--- src/rtl/duck_hunt_pkg.sv ---
// duck_hunt_pkg: round states and default game constants shared by the sequencer slice
package duck_hunt_pkg;
  typedef enum logic [2:0] {IDLE, WAIT_SPAWN, ACTIVE, RESOLVE, NEXT, GAME_OVER} round_state_t;
  localparam int TARGETS = 10;
  localparam int AMMO = 3;
  localparam int PASS_HITS = 6;
endpackage

--- src/rtl/ctl_round_sequencer_if.sv ---
// ctl_round_sequencer_if: game-flow pulses in, trigger lock and score state out
interface ctl_round_sequencer_if #(parameter int TARGETS = duck_hunt_pkg::TARGETS);
  logic new_frame, start, shot_fired, hit, miss, target_escaped;
  logic lock, target_spawn, target_kill, game_over, passed;
  logic [3:0] target_idx, hit_count;
  logic [1:0] ammo;
  logic [TARGETS-1:0] hit_mask;
  modport master(
    output new_frame, start, shot_fired, hit, miss, target_escaped,
    input lock, target_spawn, target_kill, target_idx, ammo, hit_count, hit_mask, game_over, passed
  );
  modport slave(
    input new_frame, start, shot_fired, hit, miss, target_escaped,
    output lock, target_spawn, target_kill, target_idx, ammo, hit_count, hit_mask, game_over, passed
  );
endinterface

--- src/rtl/ctl_round_sequencer_frame_timer.sv ---
// frame_timer: counts new_frame pulses, done on the pulse that reaches the terminal count
module frame_timer #(parameter int W = 5) (
  input  logic         clk,
  input  logic         rst,
  input  logic         clear,
  input  logic         en,
  input  logic [W-1:0] terminal,
  output logic         done
);
  logic [W-1:0] count;
  assign done = en && !clear && count == terminal;
  always_ff @(posedge clk or posedge rst) begin
    if (rst) count <= '0;
    else if (clear) count <= '0;
    else if (en) count <= count + W'(1);
  end
endmodule

--- src/rtl/ctl_round_sequencer.sv ---
// ctl_round_sequencer: sequences one game of targets x shots, drives trigger lock and score
module ctl_round_sequencer #(
  parameter int TARGETS        = duck_hunt_pkg::TARGETS,
  parameter int AMMO           = duck_hunt_pkg::AMMO,
  parameter int SPAWN_FRAMES   = 30,
  parameter int RESOLVE_FRAMES = 12,
  parameter int PASS_HITS      = duck_hunt_pkg::PASS_HITS
) (
  input logic clk,
  input logic rst,
  ctl_round_sequencer_if.slave bus
);
  import duck_hunt_pkg::*;
  localparam int TW = $clog2((SPAWN_FRAMES > RESOLVE_FRAMES ? SPAWN_FRAMES : RESOLVE_FRAMES) + 1);
  round_state_t state;
  logic start_q, esc_seen, timer_done, timer_clear;
  logic [TW-1:0] terminal;
  // one timer serves both the spawn delay and the shot-resolve timeout
  assign timer_clear = !(state == WAIT_SPAWN || state == RESOLVE);
  assign terminal = state == WAIT_SPAWN ? TW'(SPAWN_FRAMES - 1) : TW'(RESOLVE_FRAMES - 1);
  frame_timer #(.W(TW)) u_timer (
    .clk(clk), .rst(rst), .clear(timer_clear), .en(bus.new_frame), .terminal(terminal), .done(timer_done)
  );
  always_ff @(posedge clk or posedge rst) begin
    if (rst) begin
      state <= IDLE;
      start_q <= 1'b0;
      esc_seen <= 1'b0;
      bus.lock <= 1'b1;
      bus.target_spawn <= 1'b0;
      bus.target_kill <= 1'b0;
      bus.target_idx <= '0;
      bus.ammo <= '0;
      bus.hit_count <= '0;
      bus.hit_mask <= '0;
      bus.game_over <= 1'b0;
      bus.passed <= 1'b0;
    end else begin
      start_q <= bus.start;
      bus.lock <= 1'b1;
      bus.target_spawn <= 1'b0;
      bus.target_kill <= 1'b0;
      case (state)
        IDLE, GAME_OVER: if (state == IDLE ? bus.start : bus.start && !start_q) begin
          state <= WAIT_SPAWN;
          bus.target_idx <= '0;
          bus.ammo <= '0;
          bus.hit_count <= '0;
          bus.hit_mask <= '0;
          bus.game_over <= 1'b0;
          bus.passed <= 1'b0;
        end
        WAIT_SPAWN: if (timer_done) begin
          bus.target_spawn <= 1'b1;
          bus.ammo <= 2'(AMMO);
          bus.lock <= 1'b0;
          state <= ACTIVE;
        end
        ACTIVE: if (bus.shot_fired) begin
          bus.ammo <= bus.ammo - 2'd1;
          esc_seen <= 1'b0;
          state <= RESOLVE;
        end else if (bus.target_escaped) state <= NEXT;
        else bus.lock <= 1'b0;
        RESOLVE: begin
          if (bus.target_escaped) esc_seen <= 1'b1;
          if (bus.hit) begin
            bus.target_kill <= 1'b1;
            if (bus.hit_count != 4'd15) bus.hit_count <= bus.hit_count + 4'd1;
            bus.hit_mask <= bus.hit_mask | (TARGETS'(1) << bus.target_idx);
            state <= NEXT;
          end else if (bus.miss || timer_done) begin
            // an escape seen while the shot was in flight ends the target even with ammo left
            if (bus.ammo != 2'd0 && !esc_seen && !bus.target_escaped) begin
              bus.lock <= 1'b0;
              state <= ACTIVE;
            end else state <= NEXT;
          end
        end
        NEXT: if (bus.target_idx == 4'(TARGETS - 1)) begin
          bus.game_over <= 1'b1;
          bus.passed <= bus.hit_count >= 4'(PASS_HITS);
          state <= GAME_OVER;
        end else begin
          bus.target_idx <= bus.target_idx + 4'd1;
          state <= WAIT_SPAWN;
        end
        default: state <= IDLE;
      endcase
    end
  end
endmodule

--- src/flat_wrapper.sv ---
// flat-port wrapper written by rule: the top's interface ports become plain ports
module ctl_round_sequencer_flat import duck_hunt_pkg::*;
#(
  parameter int TARGETS        = duck_hunt_pkg::TARGETS,
  parameter int AMMO           = duck_hunt_pkg::AMMO,
  parameter int SPAWN_FRAMES   = 30,
  parameter int RESOLVE_FRAMES = 12,
  parameter int PASS_HITS      = duck_hunt_pkg::PASS_HITS
)
  (clk, rst, bus_new_frame, bus_start, bus_shot_fired, bus_hit, bus_miss, bus_target_escaped, bus_lock, bus_target_spawn, bus_target_kill, bus_target_idx, bus_ammo, bus_hit_count, bus_hit_mask, bus_game_over, bus_passed);
  ctl_round_sequencer_if #(.TARGETS(TARGETS)) bus_i ();
  input logic clk;
  input logic rst;
  input wire logic [$bits(bus_i.new_frame)-1:0] bus_new_frame;
  input wire logic [$bits(bus_i.start)-1:0] bus_start;
  input wire logic [$bits(bus_i.shot_fired)-1:0] bus_shot_fired;
  input wire logic [$bits(bus_i.hit)-1:0] bus_hit;
  input wire logic [$bits(bus_i.miss)-1:0] bus_miss;
  input wire logic [$bits(bus_i.target_escaped)-1:0] bus_target_escaped;
  output wire logic [$bits(bus_i.lock)-1:0] bus_lock;
  output wire logic [$bits(bus_i.target_spawn)-1:0] bus_target_spawn;
  output wire logic [$bits(bus_i.target_kill)-1:0] bus_target_kill;
  output wire logic [$bits(bus_i.target_idx)-1:0] bus_target_idx;
  output wire logic [$bits(bus_i.ammo)-1:0] bus_ammo;
  output wire logic [$bits(bus_i.hit_count)-1:0] bus_hit_count;
  output wire logic [$bits(bus_i.hit_mask)-1:0] bus_hit_mask;
  output wire logic [$bits(bus_i.game_over)-1:0] bus_game_over;
  output wire logic [$bits(bus_i.passed)-1:0] bus_passed;
  assign bus_i.new_frame = bus_new_frame;
  assign bus_i.start = bus_start;
  assign bus_i.shot_fired = bus_shot_fired;
  assign bus_i.hit = bus_hit;
  assign bus_i.miss = bus_miss;
  assign bus_i.target_escaped = bus_target_escaped;
  assign bus_lock = bus_i.lock;
  assign bus_target_spawn = bus_i.target_spawn;
  assign bus_target_kill = bus_i.target_kill;
  assign bus_target_idx = bus_i.target_idx;
  assign bus_ammo = bus_i.ammo;
  assign bus_hit_count = bus_i.hit_count;
  assign bus_hit_mask = bus_i.hit_mask;
  assign bus_game_over = bus_i.game_over;
  assign bus_passed = bus_i.passed;
  ctl_round_sequencer #(.TARGETS(TARGETS), .AMMO(AMMO), .SPAWN_FRAMES(SPAWN_FRAMES), .RESOLVE_FRAMES(RESOLVE_FRAMES), .PASS_HITS(PASS_HITS)) u_core (.clk(clk), .rst(rst), .bus(bus_i));
endmodule
--- config.mk ---
export PLATFORM = sky130hd
export DESIGN_NAME = ctl_round_sequencer_flat
export DESIGN_NICKNAME = d
export VERILOG_FILES = /design/src/rtl/duck_hunt_pkg.sv /design/src/rtl/ctl_round_sequencer_if.sv /design/src/rtl/ctl_round_sequencer_frame_timer.sv /design/src/rtl/ctl_round_sequencer.sv /design/src/flat_wrapper.sv
export SDC_FILE = /design/constraint.sdc
export NUM_CORES = 1
export LEC_CHECK = 0
export ABC_AREA = 1
export BUFFER_PORTS_ARGS = -buffer_cell sky130_fd_sc_hd__clkbuf_2
export CAP_MARGIN = 20
export CORE_ASPECT_RATIO = 1.2
export CORE_UTILIZATION = 60
export DETAILED_ROUTE_END_ITERATION = 6
export GPL_ROUTABILITY_DRIVEN = 0
export GPL_TIMING_DRIVEN = 0
export PLACE_DENSITY_LB_ADDON = 0.25
export SLEW_MARGIN = 20
export SYNTH_ARGS = -nofsm -noshare
export SYNTH_HDL_FRONTEND = slang
export SYNTH_SLANG_ARGS = --single-unit
--- constraint.sdc ---
create_clock -name clk -period 3.75 [get_ports clk]
set_input_delay 0 -clock clk [delete_from_list [all_inputs] [get_ports clk]]
set_output_delay 0 -clock clk [all_outputs]
set_load 0.05 [all_outputs]
; After elaboration in Yosys (flattened, before gate mapping)
; Cells that the tools add are included.
[totals]
reg_bits = 35
output_inout_bits = 25
word_cells = 108
[op_classes]
n_addsub = 4
magnitude_cmp = 1
eq_ne = 19
shifts = 1
mux = 45
n_bitwise = 1
reduce_logical = 24
[ops]
columns = cell, n
row1 = $mux W3, 8
row2 = $mux W10, 2
row3 = $pmux W10 S2, 1
row4 = $mux W1, 16
row5 = $mux W4, 4
row6 = $pmux W4 S2, 2
row7 = $mux W5, 3
row8 = $pmux W3 S5, 1
row9 = $ne A2 B2 Y1 const B, 6
row10 = $reduce_and A3 Y1, 4
row11 = $reduce_and A4 Y1, 3
row12 = $or A10 B10 Y10, 1
row13 = $shl A1 B4 Y10 const A, 1
row14 = $add A4 B1 Y4 const B, 2
row15 = $reduce_bool A2 Y1, 4
row16 = $eq A3 B2 Y1 const B, 2
row17 = $eq A3 B3 Y1 const B, 2
row18 = $mux W2, 3
row19 = $ne A2 B1 Y1 const B, 3
row20 = $ne A3 B3 Y1 const B, 2
row21 = $pmux W1 S2, 3
row22 = $pmux W2 S3, 1
row23 = $add A5 B1 Y5 const B, 1
row24 = $eq A5 B5 Y1, 1
row25 = 12 further kinds, 19

; Longest topological paths before layout
; Gate-level depths: netlist of run 1.
[depth]
ltp_word = 8
ltp_mapped = 12
depth_no_buf = 12

; Modules after synthesis
; Synthesis of run 1 repeated with hierarchy kept, for this count alone.
[hier_totals]
hier_cells = 268
area_unflattened_um2 = 2016.9
[modules_own_cells]
columns = mod, n_inst, cells_per_inst, area_per_inst_um2
row1 = ctl_round_sequencer, 1, 214, 1664.1
row2 = frame_timer, 1, 54, 352.8

; Worst setup path before layout of run 1
; Ideal clock, no wire load.
[synth_path]
path_kind = flip-flop to flip-flop
startpoint = register u_core.bus.target_idx[1]
endpoint = register u_core.bus.target_idx[3]
setup_time_ns = 0.135
arrival_ns = 1.725
required_time_ns = 3.615
setup_slack_ns = 1.891
path_stages_with_launch = 13
n_path_buf = 0
synth_period_minus_slack_ns = 1.859
path_cell_list = dfrtp_1 inv_1 ha_1 nand3_1 inv_1 nand2_2 inv_2 nor2_2 nand2_1 nor2_1 nand2_1 nand2_1 nor2_1
[synth_via]
elab_chain_len = 3
word_cells_on_any_way = 6
cone_classes = add/sub (1) / eq/ne (2) / mux (2) / reduce/logical (1)
[synth_lines]
columns = item, line_no
row1 = start: declaration, ctl_round_sequencer_if.sv:14  ; output lock, target_spawn, target_kill, target_idx, ammo, hit_count, hit_mask, game_over, passed
row2 = start signal: assignment, ctl_round_sequencer.sv:85  ; bus.target_idx <= bus.target_idx + 4'd1;
row3 = $add A4 B1 Y4 or $eq A4 B4 Y1 (tied branches), "ctl_round_sequencer.sv:85, ctl_round_sequencer.sv:80"
row4 = $mux W4 or $ne A2 B2 Y1 (tied branches), -
row5 = $pmux W4 S2 or $reduce_and A3 Y1 (tied branches), -
; Parallel ways exist; a longest one is shown, timed or not. The select of a mux whose other input is x is not followed.
; A chain may end at the register's enable or synchronous reset.

; Worst setup path after layout of run 1
; Ends and elaborated chain as after synthesis.

==> results of run 1 <==
==> Yosys cell counts <==
library cell	n	area share, %
o21ai_2	2	0.87
o21ai_0	16	4.0
nand3_1	21	5.2
a21oi_2	2	0.87
a31oi_1	2	0.62
nor4_1	1	0.31
o21bai_1	4	1.5
nand4_1	2	0.62
dfstp_2	1	1.3
inv_1	33	6.1
o22ai_1	1	0.31
nand3_2	3	1.5
o21ai_1	5	1.2
o21ai_4	1	0.81
nor2_2	2	0.62
nand2_4	1	0.56
inv_4	1	0.31
dfrtp_1	34	42
or2_2	2	0.62
nor2_8	1	0.99
nand2_1	44	8.2
nor2_4	1	0.56
nor3_1	6	1.5
nor2_1	18	3.4
a21oi_1	15	3.7
a21oi_4	1	0.81
buf_4	1	0.37
buf_8	1	0.74
buf_2	1	0.25
nand2_2	6	1.9
o211ai_1	1	0.37
inv_2	6	1.1
ha_1	10	6.2
nor3b_1	1	0.37
==> stage by stage <==
step	area, um2	hold WS [ps]	util, %	worst slack, ps
finish	2331	68.83	74.28	2020
detailed placement	2221	137.4	70.77	2047
global route	2331	69.02	74.28	1824
floorplan	2016	31.43	-	1891
global placement	2221	139.1	70.77	2106
CTS	2331	56.42	74.28	2025
==> cells in the final DEF (no fill, tap or decap), types with 6 or more instances in the layout <==
cell type and count:
a21oi_1 15, clkbuf_2 32, dfrtp_1 34, dlygate4sd3_1 6, ha_1 10, inv_1 32, inv_2 7, nand2_1 44
nand2_2 6, nand3_1 21, nor2_1 18, nor3_1 6, o21ai_0 16
==> cells by family (layout without fill, tap and decap cells) <==
group,after synthesis,in the layout
fa+ha+maj,10,10
simple gates,109,109
flops,35,35
buf+inv,43,89
compound gates,50,50
==> tightest hold or removal path: stages <==
cell	delay, ps
clkbuf_2	110
inv_1	100
o21ai_0	90
o21ai_0	70
==> power groups by stage <==
stage	clock, mW	sequential [mW]	combinational (mW)
finish	0.197	0.500	0.864
global route	0.222	0.508	0.950
CTS	0.199	0.499	0.866
detailed placement	0	0.507	0.857
global placement	0	0.504	0.840
floorplan	0	0.620	0.578
==> flip-flops by register name, summed over array words and instances (netlist names) <==
name,flops
u_core.state,3
u_core.bus.hit_count,4
u_core.bus.target_spawn,1
u_core.u_timer.count,5
u_core.start_q,1
u_core.bus.game_over,1
u_core.bus.target_idx,4
u_core.bus.ammo,2
u_core.esc_seen,1
u_core.bus.target_kill,1
u_core.bus.lock,1
u_core.bus.hit_mask,10
u_core.bus.passed,1
==> area by class of cell <==
cell class	count	share of cell area, %
Inverter	40	6.549
Clock buffer	7	1.932
Multi-Input combinational cell	169	41.12
Clock inverter	1	0.2147
Buffer	3	1.181
Tap cell	36	1.932
Timing Repair Buffer	38	9.447
Sequential cell	35	37.63
==> per-layer routing <==
layer	global-route usage [%]	vias to the layer above	wire length, um
li1	-	891	-
met1	30.76	819	1748
met2	43.37	50	2061
met3	6.713	12	161
met4	10.94	0	99
met5	0	-	0
==> how the worst max path moves through the flow <==
stage | startpoint | to | slack [ps] | cells past startpoint
3_5_place_dp | u_core.bus.target_idx[1] | u_core.bus.target_idx[3] | 2050 | 12
4_1_cts | u_core.bus.target_idx[1] | u_core.bus.target_idx[3] | 2030 | 12
2_1_floorplan | u_core.bus.target_idx[1] | u_core.bus.target_idx[3] | 1890 | 12
6_report | u_core.bus.target_idx[1] | u_core.bus.target_idx[3] | 2020 | 12
5_1_grt | u_core.bus.target_idx[1] | u_core.bus.target_idx[3] | 1820 | 12
3_3_place_gp | u_core.bus.target_idx[1] | u_core.bus.target_idx[3] | 2110 | 12
==> flow_metrics.tcl, run 1 <==
set metrics [dict create \
    outcome "complete, no violations" \
    regArea_um2 877.1 \
    cp_cell_sequence "inv_1, ha_1, nand3_1, inv_1, nand2_2, inv_2, nor2_2, nand2_1, nor2_1, nand2_1, nand2_1, nor2_1" \
    via_per_inst 5.386 \
    p_int_mw 0.7839 \
    dieArea_mm2 0.003596 \
    pwr_density_cell_mw_per_mm2 669.5 \
    synth-simple-area-share_pct 26.26 \
    critical_path.endpoint_type "flip-flop" \
    period_share_pct 46.13 \
    core_area_mm2 0.003138 \
    min_period_ps 1730 \
    dp.cells 315 \
    grt_pass1_vias 1639 \
    crit_type "flip-flop to flip-flop" \
    start_kind "flip-flop" \
    relSlewSlack_pct 53.02 \
    timing.rr.start "u_core.bus.target_idx[1]" \
    critPathBufInv 3 \
    hp-class "input pin to flip-flop" \
    cap_viol_max_count 0 \
    antenna_found_initial 0 \
    overflow 0 \
    diodes 0 \
    multi_input_area_um2 958.4 \
    cts_buffers 5 \
    min_path_cells 4 \
    max_stage_delay_ps 450 \
    switchingPower_mw 0.7766 \
    power.leakage_nw 1.165 \
    synth-xor-area-share_pct 0 \
    rows 22 \
    pwr-share-comb_pct 55.4 \
    cts_tree "done" \
    cts_max_path_buffers 2 \
    synthCells 247 \
    clock_power_share_pct 12.6 \
    r2r-end "u_core.bus.target_idx[3]" \
    critical-path-top-delay-family "simple AND/OR/NAND/NOR gates" \
    ys_ff_latch 35 \
    rr_worst_depth 12 \
    ant_nets 0 \
    instances_no_fill 329 \
    insertion_delay_ps 330 \
    wl_per_cell_um 12.37 \
    start_util_pct 64.23 \
    min_to "u_core.esc_seen" \
    place_hpwl_mm 3.016 \
    synth_cell_types 34 \
    seq_power_share_pct 32.0 \
    worstHoldStart "bus_shot_fired" \
    synth_compound_area_share_pct 15.08 \
    synth_seq_area_share_pct 43.51 \
    setup_viol 0 \
    finalHoldViolCount 0 \
    worst_pin_slew_ps 703.7 \
    drt_wl_total_mm 4.070 \
    cts_resized 0 \
    clkTransAtPathRegs_ps 100 \
    syn_area_mm2 0.002016 \
    io_pins 33 \
    synthesis.nets 265 \
    synth.avg_cell_area_um2 8.161 \
    fill_cells 262 \
    cts-root-buf "clkbuf_4" \
    crit_fanout 6 \
    peakVddDrop_v 0.0005646 \
    clock_sinks 35 \
    portBuffers 32 \
    htreeDepth 2 \
    cp_slowest_cell "dfrtp_1" \
    total_power_mw 1.561 \
    r2r_slack_ps 2020 \
    holdBufCountCts 6 \
    post_cts_buffers 0 \
    die-height_um 65.49 \
    nNetsFinal 310 \
    drc 0 \
    final.setup.tns_ps 0 \
    drt_first_pass_iters 4 \
    gr-usage-all-layers_pct 26.08 \
    max_freq_mhz 578.1 \
    synth_warnings 0 \
    grt_pass1_wl_mm 6.755 \
    swShare_pct 49.76 \
    crit_arrival_ps 1940 \
    slew_violations 0 \
    synth_top_family_by_area "simple AND/OR/NAND/NOR gates" \
    syn2layout_area_growth_pct 15.64 \
    drive_gt1_share_pct 24.57 \
    rsz0062_at_grt "false" \
    skew_ps 3.299 \
    drtIter0Drc 58 \
    synthAdderAreaFrac_pct 6.207 \
    synth.mux.area_fraction_pct 0 \
    die_x_um 54.91 \
    cpMostUsedCell "nand2_1" \
    required_ps 3960 \
    grt_max_degree 36 \
    vias 1772 \
]
No activity file was read; power rests on OpenSTA's default activity.
==> run 2: changes to the inputs <==
- ABC_AREA: 1 -> 0
- CORE_UTILIZATION: 60 -> 56
- clock period: 3.75 -> 1.6 ns (I/O delays scaled with it)
==> run 2 against run 1 <==
  * The run now ends with setup timing left
  * Worst hold slack worse by 28 ps
  * Core utilization up 6.6 points
  * Final cell count down 5.5%
  * Critical path depth down 7
  * Wire length up 37%
  * Clock skew up 4.2 ps
  * Total power rose to 2.9 times the previous value
  * First-iteration DRC count up 53%
  * Area after synthesis down 1.4%
  * Critical path type unchanged
==> flow_metrics.tcl, run 2 <==
set metrics [dict create \
    antenna_found_initial 0 \
    total_power_mw 4.486 \
    hold_slack_ps 40.48 \
    syn_area_mm2 0.001987 \
    min_period_ps 1865 \
    violations "setup timing" \
    setup_viol 23 \
    die_x_um 56.38 \
    io_pins 33 \
    largest_register "u_core.bus.hit_mask" \
    htreeDepth 2 \
    synth_warnings 0 \
    period_share_pct 116.6 \
    drive_gt1_share_pct 43.07 \
    grt_pass1_vias 1645 \
    relSlewSlack_pct 52.00 \
    seq_power_share_pct 27.0 \
    rows 23 \
    switchingPower_mw 2.012 \
    crit_fanout 2 \
    start_util_pct 59.01 \
    hp-class "input pin to flip-flop" \
    peakVddDrop_v 0.001185 \
    cts-root-buf "clkbuf_8" \
    post-place-ws_ps -307.4 \
    drtIter0Drc 89 \
    required_ps 1790 \
    synth_area_leaders "dfrtp_1 (43%), ha_1 (6.3%), nand2_1 (4.0%), nor2_1 (4.0%), a21oi_1 (3.8%)" \
    final.setup.tns_ps -3319 \
    start_kind "flip-flop" \
    pwr-share-comb_pct 59.0 \
    outcome "finished, violations left" \
    via_per_inst 6.125 \
    instances_no_fill 311 \
    synth_top_area_share_pct 42.82 \
    cts_tree "done" \
    ant_nets 0 \
    final_common_cell "clkbuf_2" \
    utilization_pct 80.90 \
    p_int_mw 2.475 \
    drc 0 \
    core_area_mm2 0.003367 \
    die-height_um 67.25 \
    grt_max_degree 36 \
    synth_seq_area_share_pct 44.14 \
    cts_buffers 5 \
    pwr_density_cell_mw_per_mm2 1647 \
    worst_pin_slew_ps 718.9 \
    synth_cell_types 55 \
    slew_violations 0 \
    critical_path.endpoint_type "flip-flop" \
    drt_wl_total_mm 5.568 \
    diodes 0 \
    dp.cells 275 \
    cap_viol_max_count 0 \
    placed_area_mm2 0.002266 \
    insertion_delay_ps 290 \
    synthesis.nets 225 \
    gr-usage-all-layers_pct 26.93 \
    overflow 0 \
    synth_top_cells_by_count "dfrtp_1 (34), nand2_1 (21), nor2_1 (21), a21oi_1 (15), inv_1 (11)" \
    top_regs "u_core.bus.hit_mask (10), u_core.u_timer.count (5)" \
    yosysMostFrequentCell "dfrtp_1" \
    clock_sinks 35 \
    crit_type "flip-flop to flip-flop" \
    nNetsFinal 291 \
    ys_ff_latch 35 \
    max_freq_mhz 536.2 \
    synthArstFlopShare_pct 100.0 \
    cts_max_path_buffers 2 \
    fill_cells 193 \
    mostFrequentLayoutCells "clkbuf_2 (32), buf_4 (25), dfrtp_1 (25)" \
    vias 1905 \
    clkTransAtPathRegs_ps 70 \
    synth.avg_cell_area_um2 9.599 \
    clock_power_share_pct 14.0 \
    synth-edff-count 0 \
    skew_ps 7.479 \
    power.leakage_nw 1.291 \
    largest_reg_flops 10 \
    layout_setup_ws_ps -265.0 \
    drt_first_pass_iters 5 \
    rsz0062_at_grt "true" \
    final_cell_area_mm2 0.002724 \
    yosys.area.top_type "dfrtp_1" \
    portBuffers 31 \
    synthCells 207 \
    finalHoldViolCount 0 \
    swShare_pct 44.84 \
    place_hpwl_mm 3.132 \
    ys.flop_type "dfrtp_1" \
    grt_pass1_wl_mm 7.617 \
    crit_arrival_ps 2050 \
    wl_per_cell_um 17.90 \
    dieArea_mm2 0.003791 \
    syn2layout_area_growth_pct 37.09 \
]
run 2: cell count changes after synthesis, sizes merged, moves of 4 or more:
cell / delta
inv: -29
nand2: -30
nand2b: +5
nand3: -19
o21ai: -14
o21bai: -4
o31ai: +6
run 2: path summary, 6_finish.rpt:
kind,from,endpoint,slack (ps),cells past startpoint
worst max register to register,u_core.state[1],u_core.state[0],-270,5
worst min register to register,u_core.bus.game_over,u_core.bus.game_over,480,1
worst min-delay path,bus_hit,u_core.bus.target_kill,40,2
max in group asynchronous,rst,u_core.bus.ammo[0],730,3
min in group asynchronous,rst,u_core.bus.hit_count[0],360,3
worst max-delay path,u_core.state[1],u_core.state[0],-270,5
run 2: layer usage:
layer / routed length (um) / global-route usage (%)
met1: 2164 / 31.10
met2: 2992 / 46.58
met3: 241 / 7.280
met4: 171 / 13.41
met5: 0 / 0
run 2: worst max-delay path: stages (launching register included):
cell and delay, ps:
dfrtp_1 400, or3b_4 440, mux2i_4 210, a2111oi_4 330
a21oi_1 90, o31ai_1 290
run 2: logic make-up (layout without fill, tap and decap cells):
group	after synthesis	in the layout	synth area share (%)
xor+xnor	5	5	2.204
compound gates	50	50	17.82
buf+inv	19	86	4.471
mux	6	6	3.400
simple gates	82	82	21.66
flops	35	35	44.14
fa+ha+maj	10	10	6.297
run 2: area by class of cell:
type	count	area, um2	area share, %
multi-input combinational	153	1211	44.46
sequential	35	888.4	32.61
timing repair buffer	60	402.9	14.79
clock buffer	7	76.32	2.802
buffer	7	52.55	1.929
tap	37	46.29	1.700
inverter	11	41.29	1.516
clock inverter	1	5.005	0.1837
run 2: timing repair:
item / CTS / global route
cloned: 0 / 1
resized for setup: 13 / 23
endpoints found under the hold margin: 35 / 0
setup buffers: 14 / 13
hold buffers: 2 / 0
setup endpoints to repair: 23 / 30
pin swaps: 14 / 15
run 2: power groups by stage:
stage          Sequential [mW]  Clock (mW)  Combinational [mW]
3_5_place_dp              1.23           0                1.87
6_report                  1.21       0.628                2.65
3_3_place_gp              1.22           0                1.84
4_1_cts                   1.20       0.635                2.20
2_1_floorplan             1.51           0                1.20
5_1_grt                   1.23       0.672                2.81
==> run 3: changes to the inputs <==
- BUFFER_PORTS_ARGS: -buffer_cell sky130_fd_sc_hd__clkbuf_2 -> -buffer_cell sky130_fd_sc_hd__buf_2
- PLACE_DENSITY: default -> 0.8
- PLACE_DENSITY_LB_ADDON: 0.25 -> default
==> run 3 against run 2 <==
  * The run still ends with setup timing left
  * Wire length is 4.3% lower
  * Final cell count is 1.3% lower
  * Critical path depth increased by 2
  * Via count shrank 4.3%
  * Total power is 1.8% higher
  * Core utilization increased by 1.9 points
  * Maximum frequency grew 3.3%
  * Die area did not move
  * Register-to-register slack improved by 60 ps
  * Critical endpoint is now u_core.bus.ammo[1]
  * Largest power group unchanged
==> flow_metrics.tcl, run 3 (same netlist as run 2, synthesis figures left out) <==
set metrics [dict create \
    outcome "finished, violations left" \
    violations "setup timing" \
    power.leakage_nw 1.323 \
    largest_register "u_core.bus.hit_mask" \
    final_common_cell "buf_2" \
    dp.cells 275 \
    drt_wl_total_mm 5.329 \
    via_per_inst 5.938 \
    final_cell_area_mm2 0.002786 \
    finalHoldViolCount 0 \
    cap_viol_max_count 0 \
    placed_area_mm2 0.002266 \
    final.setup.tns_ps -2008 \
    worst_pin_slew_ps 718.3 \
    setup_viol 19 \
    rows 23 \
    start_util_pct 59.01 \
    htreeDepth 2 \
    largest_reg_flops 10 \
    rsz0062_at_grt "true" \
    grt_pass1_vias 1685 \
    slew_violations 0 \
    die_x_um 56.38 \
    die-height_um 67.25 \
    overflow 0 \
    critical_path.endpoint_type "flip-flop" \
    grt_max_degree 36 \
    utilization_pct 82.76 \
    grt_pass1_wl_mm 7.500 \
    insertion_delay_ps 290 \
    drc 0 \
    clkTransAtPathRegs_ps 70 \
    hp-class "input pin to flip-flop" \
    diodes 0 \
    gr-usage-all-layers_pct 26.47 \
    start_kind "flip-flop" \
    nNetsFinal 287 \
    crit_type "flip-flop to flip-flop" \
    max_stage_delay_ps 410 \
    cp_slowest_cell "dfrtp_1" \
    top_regs "u_core.bus.hit_mask (10), u_core.u_timer.count (5)" \
    skew_ps 4.582 \
    instances_no_fill 307 \
    clock_sinks 35 \
    io_pins 33 \
    hold_slack_ps 32.33 \
    cts_tree "done" \
    portBuffers 31 \
    ant_nets 0 \
    place_hpwl_mm 3.169 \
    drive_gt1_share_pct 45.56 \
    crit_fanout 7 \
    r2r_slack_ps -210 \
    drt_first_pass_iters 4 \
    cts_max_path_buffers 2 \
    antenna_found_initial 0 \
    relSlewSlack_pct 52.04 \
    drtIter0Drc 116 \
    wl_per_cell_um 17.36 \
    vias 1823 \
    syn2layout_area_growth_pct 40.24 \
    cp_cell_sequence "buf_6, buf_8, nor3_4, a31oi_4, o22ai_4, a211oi_2, mux2_1" \
    period_share_pct 112.8 \
    max_freq_mhz 553.9 \
    mostFrequentLayoutCells "buf_2 (32), dfrtp_1 (26), nor2_1 (19)" \
    min_period_ps 1805 \
    pwr_density_cell_mw_per_mm2 1638 \
    peakVddDrop_v 0.001291 \
    crit_arrival_ps 1980 \
    cts-root-buf "clkbuf_8" \
    layout_setup_ws_ps -205.3 \
    dieArea_mm2 0.003791 \
    cts_buffers 5 \
    core_area_mm2 0.003367 \
    required_ps 1780 \
]
-- run 3: worst max-delay path: cells and delay by family (launching register included) --
family                 cells  cell delay (ps)
AO/OA/AOI/OAI              3              470
buffers and inverters      2              280
flip-flops                 1              410
multiplexers               1              320
AND/OR/NAND/NOR            1              210
-- run 3: final timing paths --
path | startpoint | end | depth (start not counted)
worst max register to register | u_core.state[2] | u_core.bus.ammo[1] | 7
worst max-delay path | u_core.state[2] | u_core.bus.ammo[1] | 7
worst min-delay path | bus_hit | u_core.bus.target_kill | 2
max in group asynchronous | rst | u_core.state[0] | 3
worst min register to register | u_core.bus.game_over | u_core.bus.game_over | 1
min in group asynchronous | rst | u_core.bus.hit_count[0] | 3
-- run 3: what timing repair did --
item | 4_1_cts | 5_1_grt
hold endpoints to repair | 35 | 0
buffers inserted | 12 | 10
resized for setup | 11 | 44
pin swaps | 13 | 9
setup endpoints to repair | 23 | 30
cloned | 0 | 1
hold buffers | 2 | 0
-- run 3: stage by stage --
step	power, mW	worst slack (ps)
2_1_floorplan	2.702	-218.0
3_3_place_gp	3.065	-240.4
3_5_place_dp	3.097	-270.2
4_1_cts	3.995	-210.8
5_1_grt	4.811	-311.9
6_report	4.565	-205.3
-- run 3: layout make-up --
class | instances | area, um2
clock inverter | 1 | 5.005
sequential | 35 | 887.1
timing repair buffer | 56 | 404.1
multi-input combinational | 153 | 1270
buffer | 7 | 56.30
inverter | 11 | 41.29
fill | 178 | 580.6
clock buffer | 7 | 76.32
tap | 37 | 46.29
-- run 3: where the power goes --
group          switching, mW  total (mW)  leakage (nW)  internal (mW)
sequential             0.151        1.21         0.460           1.05
combinational           1.56        2.73         0.821           1.17
clock                  0.320       0.625        0.0422          0.305
total                   2.03        4.57          1.32           2.53
-- run 3: layer usage --
layer | up-vias | share of wire [%] | global-route usage [%]
met5 | - | 0 | 0
met4 | 0 | 4.3 | 15.24
met3 | 21 | 4.1 | 4.598
met2 | 67 | 52 | 49.26
met1 | 873 | 39 | 28.50
li1 | 862 | - | -
